--- src/rtl/alu_sequencer.sv ---
// alu_sequencer
//   Issuing side of the 16-bit ALU interface. Accepts one instruction per
//   valid/ready handshake, decodes the opcode to the ALU control code, reads
//   both source operands from the register file, drives the ALU, waits out its
//   registered latency, then writes the result back or resolves a BNE.
//
//   Sequence: IDLE -> RD -> EX -> WT -> WB -> IDLE (one instruction per 5 cycles).
//
//   Optional feature macro: SLT_EMU_EN
//     defined   : SLT writes the signed a<b compare, computed locally in WT
//     undefined : SLT writes the ALU result unchanged
//
// Ports
//   clk, rst_n              clock, asynchronous active-low reset
//   instr_valid/instr/      instruction handshake; instr = {op, rd, rs, rt}
//   instr_ready
//   rs_addr, rt_addr        register-file read addresses
//   rf_rdata1, rf_rdata2    register-file read data (one cycle after address)
//   alu_a, alu_b,           ALU operands, control code and carry-in
//   alu_con, alu_cin
//   alu_result, alu_cout    ALU outputs (registered inside the ALU)
//   wr_en/wr_addr/wr_data   register-file write-back (wr_en is a 1-cycle pulse)
//   br_valid, br_taken      BNE resolution pulse and outcome
//   illegal                 1-cycle pulse on an undefined opcode
module alu_sequencer #(
  parameter int W  = 16,
  parameter int AW = 4
) (
  input  logic          clk,
  input  logic          rst_n,
  input  logic          instr_valid,
  input  logic [15:0]   instr,
  output logic          instr_ready,
  output logic [AW-1:0] rs_addr,
  output logic [AW-1:0] rt_addr,
  input  logic [W-1:0]  rf_rdata1,
  input  logic [W-1:0]  rf_rdata2,
  output logic [W-1:0]  alu_a,
  output logic [W-1:0]  alu_b,
  output logic [2:0]    alu_con,
  output logic          alu_cin,
  input  logic [W-1:0]  alu_result,
  input  logic          alu_cout,
  output logic          wr_en,
  output logic [AW-1:0] wr_addr,
  output logic [W-1:0]  wr_data,
  output logic          br_valid,
  output logic          br_taken,
  output logic          illegal
);

  typedef enum logic [2:0] {IDLE, RD, EX, WT, WB} state_t;

  state_t state_reg, state_next;

  logic [AW-1:0] rs_addr_reg, rt_addr_reg, rd_reg, wr_addr_reg;
  logic [W-1:0]  a_hold_reg, b_hold_reg, wr_data_reg;
  logic [2:0]    con_reg;
  logic          cin_reg, carry_reg;
  logic          is_bne_reg, is_add_reg;
  logic          wr_en_reg, br_valid_reg, br_taken_reg, illegal_reg;
`ifdef SLT_EMU_EN
  logic          is_slt_reg;
`endif

  logic [3:0]    op;
  logic          transfer;
  logic          dec_legal, dec_cin, dec_add;
  logic [2:0]    dec_con;
  logic [W-1:0]  result_sel;

  assign op          = instr[15:12];
  assign instr_ready = (state_reg == IDLE);
  assign transfer    = instr_valid && instr_ready;

  // Opcode decode. ADC takes the carry flag left by the last ADD/ADC; the flag
  // is always settled here because the previous instruction finished in WT.
  always_comb begin
    dec_legal = 1'b1;
    dec_con   = 3'b000;
    dec_cin   = 1'b0;
    dec_add   = 1'b0;
    case (op)
      4'd0: dec_con = 3'b000;
      4'd1: dec_con = 3'b001;
      4'd2: begin dec_con = 3'b010; dec_add = 1'b1; end
      4'd5: begin dec_con = 3'b010; dec_add = 1'b1; dec_cin = carry_reg; end
      4'd3: dec_con = 3'b011;
      4'd4: dec_con = 3'b011;
      4'd7: dec_con = 3'b111;
      default: dec_legal = 1'b0;
    endcase
  end

  always_comb begin
    state_next = state_reg;
    case (state_reg)
      IDLE: if (transfer && dec_legal) state_next = RD;
      RD:   state_next = EX;
      EX:   state_next = WT;
      WT:   state_next = WB;
      WB:   state_next = IDLE;
      default: state_next = IDLE;
    endcase
  end

  // Value written back at the end of WT.
`ifdef SLT_EMU_EN
  always_comb begin
    result_sel = alu_result;
    if (is_slt_reg)
      result_sel = {{(W-1){1'b0}}, ($signed(a_hold_reg) < $signed(b_hold_reg))};
  end
`else
  assign result_sel = alu_result;
`endif

  always_ff @(posedge clk or negedge rst_n) begin
    if (!rst_n) begin
      state_reg    <= IDLE;
      rs_addr_reg  <= '0;
      rt_addr_reg  <= '0;
      rd_reg       <= '0;
      wr_addr_reg  <= '0;
      a_hold_reg   <= '0;
      b_hold_reg   <= '0;
      wr_data_reg  <= '0;
      con_reg      <= '0;
      cin_reg      <= 1'b0;
      carry_reg    <= 1'b0;
      is_bne_reg   <= 1'b0;
      is_add_reg   <= 1'b0;
      wr_en_reg    <= 1'b0;
      br_valid_reg <= 1'b0;
      br_taken_reg <= 1'b0;
      illegal_reg  <= 1'b0;
`ifdef SLT_EMU_EN
      is_slt_reg   <= 1'b0;
`endif
    end else begin
      state_reg    <= state_next;
      wr_en_reg    <= 1'b0;
      br_valid_reg <= 1'b0;
      br_taken_reg <= 1'b0;
      illegal_reg  <= 1'b0;

      if (transfer) begin
        illegal_reg <= ~dec_legal;
        // Illegal ops never reach RD, so the read addresses and ALU controls
        // keep whatever the last legal instruction left there.
        if (dec_legal) begin
          rs_addr_reg <= instr[7:4];
          rt_addr_reg <= instr[3:0];
          rd_reg      <= instr[11:8];
          con_reg     <= dec_con;
          cin_reg     <= dec_cin;
          is_bne_reg  <= (op == 4'd4);
          is_add_reg  <= dec_add;
`ifdef SLT_EMU_EN
          is_slt_reg  <= (op == 4'd7);
`endif
        end
      end

      // Operands arrive live from the register file in EX; keep a copy so the
      // ALU inputs stay stable through WT.
      if (state_reg == EX) begin
        a_hold_reg <= rf_rdata1;
        b_hold_reg <= rf_rdata2;
      end

      if (state_reg == WT) begin
        if (is_add_reg) carry_reg <= alu_cout;
        wr_en_reg    <= ~is_bne_reg;
        br_valid_reg <= is_bne_reg;
        br_taken_reg <= is_bne_reg && (alu_result != '0);
        if (!is_bne_reg) begin
          wr_addr_reg <= rd_reg;
          wr_data_reg <= result_sel;
        end
      end
    end
  end

  assign rs_addr  = rs_addr_reg;
  assign rt_addr  = rt_addr_reg;
  assign alu_a    = (state_reg == EX) ? rf_rdata1 : a_hold_reg;
  assign alu_b    = (state_reg == EX) ? rf_rdata2 : b_hold_reg;
  assign alu_con  = con_reg;
  assign alu_cin  = cin_reg;
  assign wr_en    = wr_en_reg;
  assign wr_addr  = wr_addr_reg;
  assign wr_data  = wr_data_reg;
  assign br_valid = br_valid_reg;
  assign br_taken = br_taken_reg;
  assign illegal  = illegal_reg;

endmodule

--- config.mk ---
export PLATFORM = sky130hd
export DESIGN_NAME = alu_sequencer
export DESIGN_NICKNAME = d
export VERILOG_FILES = /design/src/rtl/alu_sequencer.sv
export SDC_FILE = /design/constraint.sdc
export NUM_CORES = 1
export LEC_CHECK = 0
export ABC_AREA = 0
export CAP_MARGIN = 10
export CELL_PAD_IN_SITES_DETAIL_PLACEMENT = 1
export CELL_PAD_IN_SITES_GLOBAL_PLACEMENT = 1
export CORE_MARGIN = 3
export CORE_UTILIZATION = 33
export DETAILED_ROUTE_END_ITERATION = 8
export PLACE_DENSITY_LB_ADDON = 0.1
export SYNTH_ARGS = -nofsm -noshare
export SYNTH_HDL_FRONTEND = slang
export SYNTH_SLANG_ARGS = --single-unit
--- constraint.sdc ---
create_clock -name clk -period 2.7 [get_ports clk]
set_input_delay 0.54 -clock clk [delete_from_list [all_inputs] [get_ports clk]]
set_output_delay 0.54 -clock clk [all_outputs]
set_load 0.01 [all_outputs]
==> PnR_summary.wiki, run 1 <==
{| class="wikitable"
! Metric !! Value
|-
| Outcome || finished clean
|-
| Area occupied by multi-input gates || 1060 µm²
|-
| Antenna Nets Post-Route || 0
|-
| Synthesized instance count || 196
|-
| Number of global-route vias before repair || 2411
|-
| Count of state elements after synthesis || 78
|-
| Filler-free cell count of the finished design || 457
|-
| PwrDens || 1170 nW/µm²
|-
| Standard-cell row count || 34
|-
| Synthesis-to-finish area growth || 57.6%
|-
| Area share of and/or/nand/nor cells after synthesis || 5.22%
|-
| Clock insertion delay at the later pin of the skew report || 0.35 ns
|-
| Area taken by flip-flops and latches || 1950 µm²
|-
| Worst rel slew slack || 69.7%
|-
| Static leakage || 2.11 nW
|-
| First-pass GRT wire length || 12500 µm
|-
| Net switching fraction of the power || 31.5%
|-
| Combinational share of power || 48.7%
|-
| Synthesized area divided by synthesized cell count || 15.6 µm²
|-
| DIE HEIGHT || 102 µm
|-
| Data arrival time at the worst-slack endpoint || 1.90 ns
|-
| Pre-CTS setup slack || 0.230 ns
|-
| Data required time of the critical path || 2.16 ns
|-
| Post-layout minimum cycle time || 2.44 ns
|-
| Unrepaired setup endpoints after global routing || no
|-
| Count of port buffers added during placement || 136
|-
| Internal || 3.86 mW
|-
| Die Area || 10500 µm²
|-
| Filler Cells Inserted || 906
|-
| Worst-margin pin slew || 0.455 ns
|-
| Post-Synthesis Net Count || 264
|-
| Max IR drop VDD || 0.434 mV
|-
| Total Nets Final || 412
|-
| Synth cell types || 37
|-
| Max Clk Rate || 409 MHz
|-
| Share of total power in sequential cells || 35.0%
|-
| Final-report max-slew violation count || 0
|-
| Number of antenna repair diodes || 0
|-
| Post-route worst hold slack || 0.126 ns
|-
| Reg clk slew, reported paths || 0.09 ns
|-
| Aggregate global-route resource usage || 15.7%
|-
| Number of H-tree levels || 3
|-
| Fraction of final layout cells sized beyond drive strength 1 || 27.2%
|-
| Root buf cell || clkbuf_8
|-
| Post-route setup slack || 0.257 ns
|-
| Clock tree from TritonCTS || yes
|-
| Final-report hold violation count || 0
|-
| Number of design-rule violations left by the first detailed-router iteration || 29
|-
| Util after Layout || 54.3%
|-
| Largest family of logic cells by synthesized area || multiplexers
|-
| Final standard cell area without fillers || 4830 µm²
|-
| Category of the worst setup path capture point || output pin
|-
| Initial Util || 34.5%
|-
| Share of the synthesized area in compound gates (AO/OA/AOI/OAI) || 4.24%
|-
| Number of antenna violations at the first check in global routing || 0
|-
| Proportion of synthesized flip-flops having asynchronous set or reset || 100%
|-
| Power after layout || 5.63 mW
|-
| Register area share after synthesis || 63.7%
|-
| Total clock sinks || 78
|-
| Min-Delay Path Class || in -> async
|-
| Via count || 2209
|-
| Final total negative setup slack || 0 ns
|-
| Top_reg_cell synth || dfrtp_1
|-
| Routed len/inst || 18.0 µm
|-
| Adder-cell area share of the yosys netlist || 0%
|-
| Depth of the most critical reg-to-reg path || 5
|-
| Critical Path Slowest Stage Cell || dfrtp_1
|-
| Max capacitance violation total || 0
|-
| Final wirelength || 8240 µm
|-
| Top fanout value on the critical path || 16
|-
| Switch Pwr || 1.77 mW
|-
| EDFF count, synth || 0
|-
| Chip Width || 102 µm
|-
| DR pass1 iterations || 4
|-
| Xor-xnor portion of the synthesized cell area || 0.286%
|-
| Fraction of power consumed by the clock network || 16.3%
|-
| Ratio of routed vias to standard cells || 4.83
|-
| Period utilisation layout || 90.5%
|-
| Final RePlAce weighted congestion || 0.770
|-
| Delay of the slowest cell on the worst path || 0.40 ns
|-
| Ordered list of cells on the worst path || nor2_2 > and2_4 > clkbuf_16 > mux2_2 > dlygate4sd2_1
|-
| Post-Route Skew || 0.0145 ns
|-
| Endpoints failing setup || 0
|-
| Congestion Overflow GR || 0
|-
| DP Area || 4610 µm²
|-
| Longest Clk Path Bufs || 2
|-
| Startpoint type of the worst setup path || flip-flop
|-
| CTS Buf Count || 9
|-
| Total half-perimeter wirelength after legalization and detailed placement || 5930 µm
|-
| Number of warnings reported in the yosys synthesis log || 0
|-
| Number of placed instances with taps included || 440
|-
| Number of ports placed on the die boundary || 137
|-
| Total DRC errors in the routed layout || 0
|-
| Core area || 8890 µm²
|-
| Classification of the worst setup path || reg -> out
|-
| Synthesized area || 3070 µm²
|-
| Largest net degree at the start of global routing || 47
|-
| Mux cell area share after synthesis || 24.5%
|}
placed cells by master, fill, tap and decap left out, drive strengths merged, types with 2 or more instances in the layout:
| master | instances |
|---|---|
| clkbuf | 13 |
| and2 | 3 |
| dfrtp | 78 |
| nand2 | 2 |
| mux2 | 64 |
| dlymetal6s2s | 7 |
| dlygate4sd2 | 25 |
| nor2b | 2 |
| nor4 | 4 |
| clkdlybuf4s50 | 103 |
| a21oi | 4 |
| buf | 9 |
| nor2 | 5 |
| inv | 4 |
| clkinvlp | 2 |
| a31oi | 2 |
worst paths after layout:
check	slack, ns	end	from
max reg2reg	0.64	rd_reg[3]$_DFFE_PN0P_	state_reg[1]$_DFFE_PN0P_
max in group asynchronous	1.94	rd_reg[3]$_DFFE_PN0P_	rst_n
min	0.13	b_hold_reg[3]$_DFF_PN0_	rst_n
min reg2reg	0.49	b_hold_reg[5]$_DFF_PN0_	b_hold_reg[5]$_DFF_PN0_
max	0.26	alu_b[15]	state_reg[0]$_DFFE_PN0P_
min in group clk	0.49	b_hold_reg[5]$_DFF_PN0_	b_hold_reg[5]$_DFF_PN0_
synthesized netlist by cell type, types with 2 or more instances:
master	count	area, µm²
a21oi_1	4	20.0
dfrtp_1	78	1950
a31oi_1	2	12.5
buf_2	5	25.0
nand2_1	2	7.51
nor2b_1	2	12.5
nor4_1	4	25.0
mux2_4	8	120
nor2_1	5	18.8
clkbuf_1	2	7.51
mux2_1	2	22.5
mux2_2	54	608
inv_1	3	11.3
and2_1	2	12.5
worst max-delay path: cells and delay by family, from the launching register on:
kind	cells	cell delay (ns)
mux	1	0.35
flops	1	0.40
buf+inv	2	0.47
simple gates	2	0.32
area by class of cell:
type | count | share of cell area [%]
Sequential cell | 78 | 40.4
Timing Repair Buffer | 145 | 30.4
Multi-Input combinational cell | 107 | 21.9
Clock buffer | 12 | 3.21
Tap cell | 108 | 2.80
Clock inverter | 4 | 1.11
Inverter | 3 | 0.233
kinds of logic (layout without fill, tap and decap cells):
group | count (synthesis) | in the layout
AO/OA/AOI/OAI | 16 | 16
XOR/XNOR | 1 | 1
buffers and inverters | 11 | 164
flip-flops | 78 | 78
multiplexers | 64 | 64
AND/OR/NAND/NOR | 26 | 26
metal layers:
layer / routed length, µm / global-route usage, % / vias up / part of all wire (%)
met5: 0 / 0 / - / 0
met4: 162 / 6.96 / 0 / 2.0
met3: 518 / 4.30 / 13 / 6.3
met2: 4070 / 25.4 / 79 / 49
met1: 3480 / 19.8 / 1121 / 42
li1: - / - / 996 / -
power groups by stage:
stage | clock (mW) | combinational, mW | sequential [mW]
6_report | 0.918 | 2.74 | 1.97
2_1_floorplan | 0 | 1.24 | 2.08
3_5_place_dp | 0 | 2.94 | 1.99
5_1_grt | 0.999 | 2.96 | 2.05
4_1_cts | 0.950 | 2.77 | 1.98
3_3_place_gp | 0 | 2.89 | 1.97
what timing repair did:
item | CTS | global route
setup buffers | 0 | 0
resized for setup | 26 | 8
endpoints found under the setup margin | 32 | 7
gates cloned | 0 | 1
hold buffers | 0 | 0
No activity file was read; power rests on OpenSTA's default activity.
==> run 2, diff against run 1 <==
- CORE_UTILIZATION: 33 -> 29
- clock period: 2.7 -> 2.1 ns (I/O delays scaled with it)
==> run 2 against run 1 <==
- the flow now finishes with violations (setup timing)
- first-iteration DRC count is 66% higher
- largest cell class unchanged
- non-clock buffer count is 38 higher
- sequential power is 29% higher
- critical path type unchanged
- final cell count is 14% higher
==> PnR_summary.wiki, run 2 (same netlist as run 1, synthesis figures left out) <==
{| class="wikitable"
! Metric !! Value
|-
| Outcome || finished, violations left
|-
| Failing checks || setup timing
|-
| Category of the worst setup path capture point || output pin
|-
| Ordered list of cells on the worst path || nor2_2 > and2_4 > buf_6 > buf_16 > mux2_4 > buf_6
|-
| Filler Cells Inserted || 1012 (+12%)
|-
| Routed len/inst || 17.2 µm (-4.6%)
|-
| Core area || 10000 µm² (+13%)
|-
| Number of global-route vias before repair || 2595 (+7.6%)
|-
| Die Area || 11800 µm² (+13%)
|-
| DR pass1 iterations || 4 (unchanged)
|-
| Worst rel slew slack || 75.5% (+5.8 points)
|-
| Data arrival time at the worst-slack endpoint || 1.72 ns (-0.18 ns)
|-
| Longest Clk Path Bufs || 2 (unchanged)
|-
| Final standard cell area without fillers || 5410 µm² (+12%)
|-
| Combined buffer and inverter count along the critical path || 3 (+1)
|-
| Number of placed instances with taps included || 477 (+8.4%)
|-
| Most used cells in the layout excluding fill and tap cells || clkdlybuf4s50_1 (102), dfrtp_1 (78), mux2_4 (40), buf_4 (37), buf_6 (36)
|-
| PwrDens || 1650 nW/µm² (+42%)
|-
| Antenna Nets Post-Route || 0 (unchanged)
|-
| Pre-CTS setup slack || -0.248 ns (-0.478 ns)
|-
| Total half-perimeter wirelength after legalization and detailed placement || 5990 µm (+1.0%)
|-
| Ratio of routed vias to standard cells || 4.58 (-5.3%)
|-
| Min-Delay Path Class || reg -> reg
|-
| Final-report hold violation count || 0 (unchanged)
|-
| Reg clk slew, reported paths || 0.07 ns (-0.02 ns)
|-
| Via count || 2381 (+7.8%)
|-
| Final-report max-slew violation count || 0 (unchanged)
|-
| Number of antenna repair diodes || 0 (unchanged)
|-
| Synthesis-to-finish area growth || 76.4%
|-
| Period utilisation layout || 102%
|-
| Root buf cell || clkbuf_8
|-
| Number of ports placed on the die boundary || 137 (unchanged)
|-
| Number of design-rule violations left by the first detailed-router iteration || 48 (+66%)
|-
| Data required time of the critical path || 1.68 ns (-0.48 ns)
|-
| Power after layout || 8.93 mW (+59%)
|-
| Endpoints failing setup || 29 (+29)
|-
| Worst-margin pin slew || 0.367 ns (-0.0876 ns)
|-
| Most frequent standard cell in the layout excluding fill and tap cells || clkdlybuf4s50_1
|-
| Number of H-tree levels || 3 (unchanged)
|-
| Max IR drop VDD || 0.679 mV (+57%)
|-
| Congestion Overflow GR || 0 (unchanged)
|-
| CTS Buf Count || 9 (unchanged)
|-
| Count of port buffers added during placement || 136 (unchanged)
|-
| Classification of the worst setup path || reg -> out
|-
| Max capacitance violation total || 0 (unchanged)
|-
| Total Nets Final || 450 (+9.2%)
|-
| Largest net degree at the start of global routing || 37 (-21%)
|-
| Standard-cell row count || 36 (+5.9%)
|-
| Fraction of final layout cells sized beyond drive strength 1 || 42.9% (+16 points)
|-
| Kind of cell adding the most delay to the critical path || buffers and inverters
|-
| Delay of the slowest cell on the worst path || 0.39 ns (about the same)
|-
| Chip Width || 109 µm (+6.3%)
|-
| Total DRC errors in the routed layout || 0 (unchanged)
|-
| Final wirelength || 8950 µm (+8.6%)
|-
| Max Clk Rate || 467 MHz
|-
| Util after Layout || 53.8% (-0.49 points)
|-
| First-pass GRT wire length || 13900 µm (+11%)
|-
| Aggregate global-route resource usage || 15.5% (-0.25 points)
|-
| Post-Route Skew || 0.0129 ns (-0.00160 ns)
|-
| Clock insertion delay at the later pin of the skew report || 0.34 ns (about the same)
|-
| Static leakage || 2.41 nW (+14%)
|-
| DIE HEIGHT || 109 µm (+6.3%)
|-
| Top fanout value on the critical path || 6 (-10)
|-
| DP Area || 4730 µm² (+2.6%)
|-
| Cell repeated most along the worst path || buf_6
|-
| Post-route setup slack || -0.0412 ns (-0.298 ns)
|-
| Post-layout minimum cycle time || 2.14 ns
|-
| Total clock sinks || 78 (unchanged)
|-
| Filler-free cell count of the finished design || 520 (+14%)
|-
| Final RePlAce weighted congestion || 0.742 (-3.5%)
|-
| Clock tree from TritonCTS || yes
|-
| Post-route worst hold slack || 0.506 ns (+0.380 ns)
|-
| Startpoint type of the worst setup path || flip-flop
|-
| Unrepaired setup endpoints after global routing || yes
|-
| Number of antenna violations at the first check in global routing || 0 (unchanged)
|-
| Critical Path Slowest Stage Cell || dfrtp_1
|-
| Initial Util || 30.5% (-4.0 points)
|-
| Final total negative setup slack || -0.578 ns (-0.578 ns)
|}
==> run 2: cell count changes in the layout (fill, tap and decap cells not counted), sizes merged <==
cell,previous run,this run
buf,9,79
clkinv,0,1
dlymetal6s2s,7,0
clkdlybuf4s50,103,102
dlygate4sd2,25,1
inv,4,3
clkbuf,13,10
bufinv,1,3
dlygate4sd3,0,1
==> run 2: timing repair <==
action	4_1_cts	5_1_grt
cloned	3	0
setup endpoints to repair	33	36
setup buffers	17	7
hold buffers	1	0
endpoints found under the hold margin	25	0
resized for setup	203	0
pin swaps	2	2
==> run 2: worst reg2reg max path: stages (launching register included) <==
cell      delay (ns)
dfrtp_1         0.40
buf_4           0.15
or4b_4          0.55
a211oi_4        0.24
buf_4           0.20
mux2_2          0.33
==> run 2: worst paths after layout <==
path / start / slack, ns / endpoint / cells after the start
max: state_reg[0]$_DFFE_PN0P_ / -0.04 / alu_b[4] / 6
min: a_hold_reg[13]$_DFF_PN0_ / 0.51 / a_hold_reg[13]$_DFF_PN0_ / 1
max reg2reg: state_reg[1]$_DFFE_PN0P_ / 0.12 / rs_addr[2]$_DFFE_PN0P_ / 5
min reg2reg: a_hold_reg[13]$_DFF_PN0_ / 0.51 / a_hold_reg[13]$_DFF_PN0_ / 1
max in group asynchronous: rst_n / 0.98 / a_hold_reg[12]$_DFF_PN0_ / 3
min in group asynchronous: rst_n / 0.55 / rt_addr[0]$_DFFE_PN0P_ / 2
==> run 2: per-layer routing <==
metal	vias to the layer above	share of wire, %	GRT usage [%]
li1	1073	-	-
met3	12	8.9	5.33
met1	1200	39	17.6
met2	96	51	26.3
met4	0	1.8	6.85
met5	-	0	0
==> run 2: report_power, final <==
group / switching (mW) / internal, mW / leakage [nW] / total (mW)
combinational: 1.79 / 3.24 / 1.36 / 5.04
clock: 0.558 / 0.788 / 0.112 / 1.35
sequential: 0.311 / 2.24 / 0.937 / 2.55
total: 2.66 / 6.27 / 2.41 / 8.93
==> run 2: cell type report <==
cell class	instances	area, µm²	area share [%]
Sequential cell	78	1950	36.1
Clock buffer	10	128	2.36
Tap cell	133	166	3.08
Timing Repair Buffer	183	1870	34.5
Multi-Input combinational cell	107	1180	21.7
Clock inverter	6	110	2.04
Inverter	3	11.3	0.208
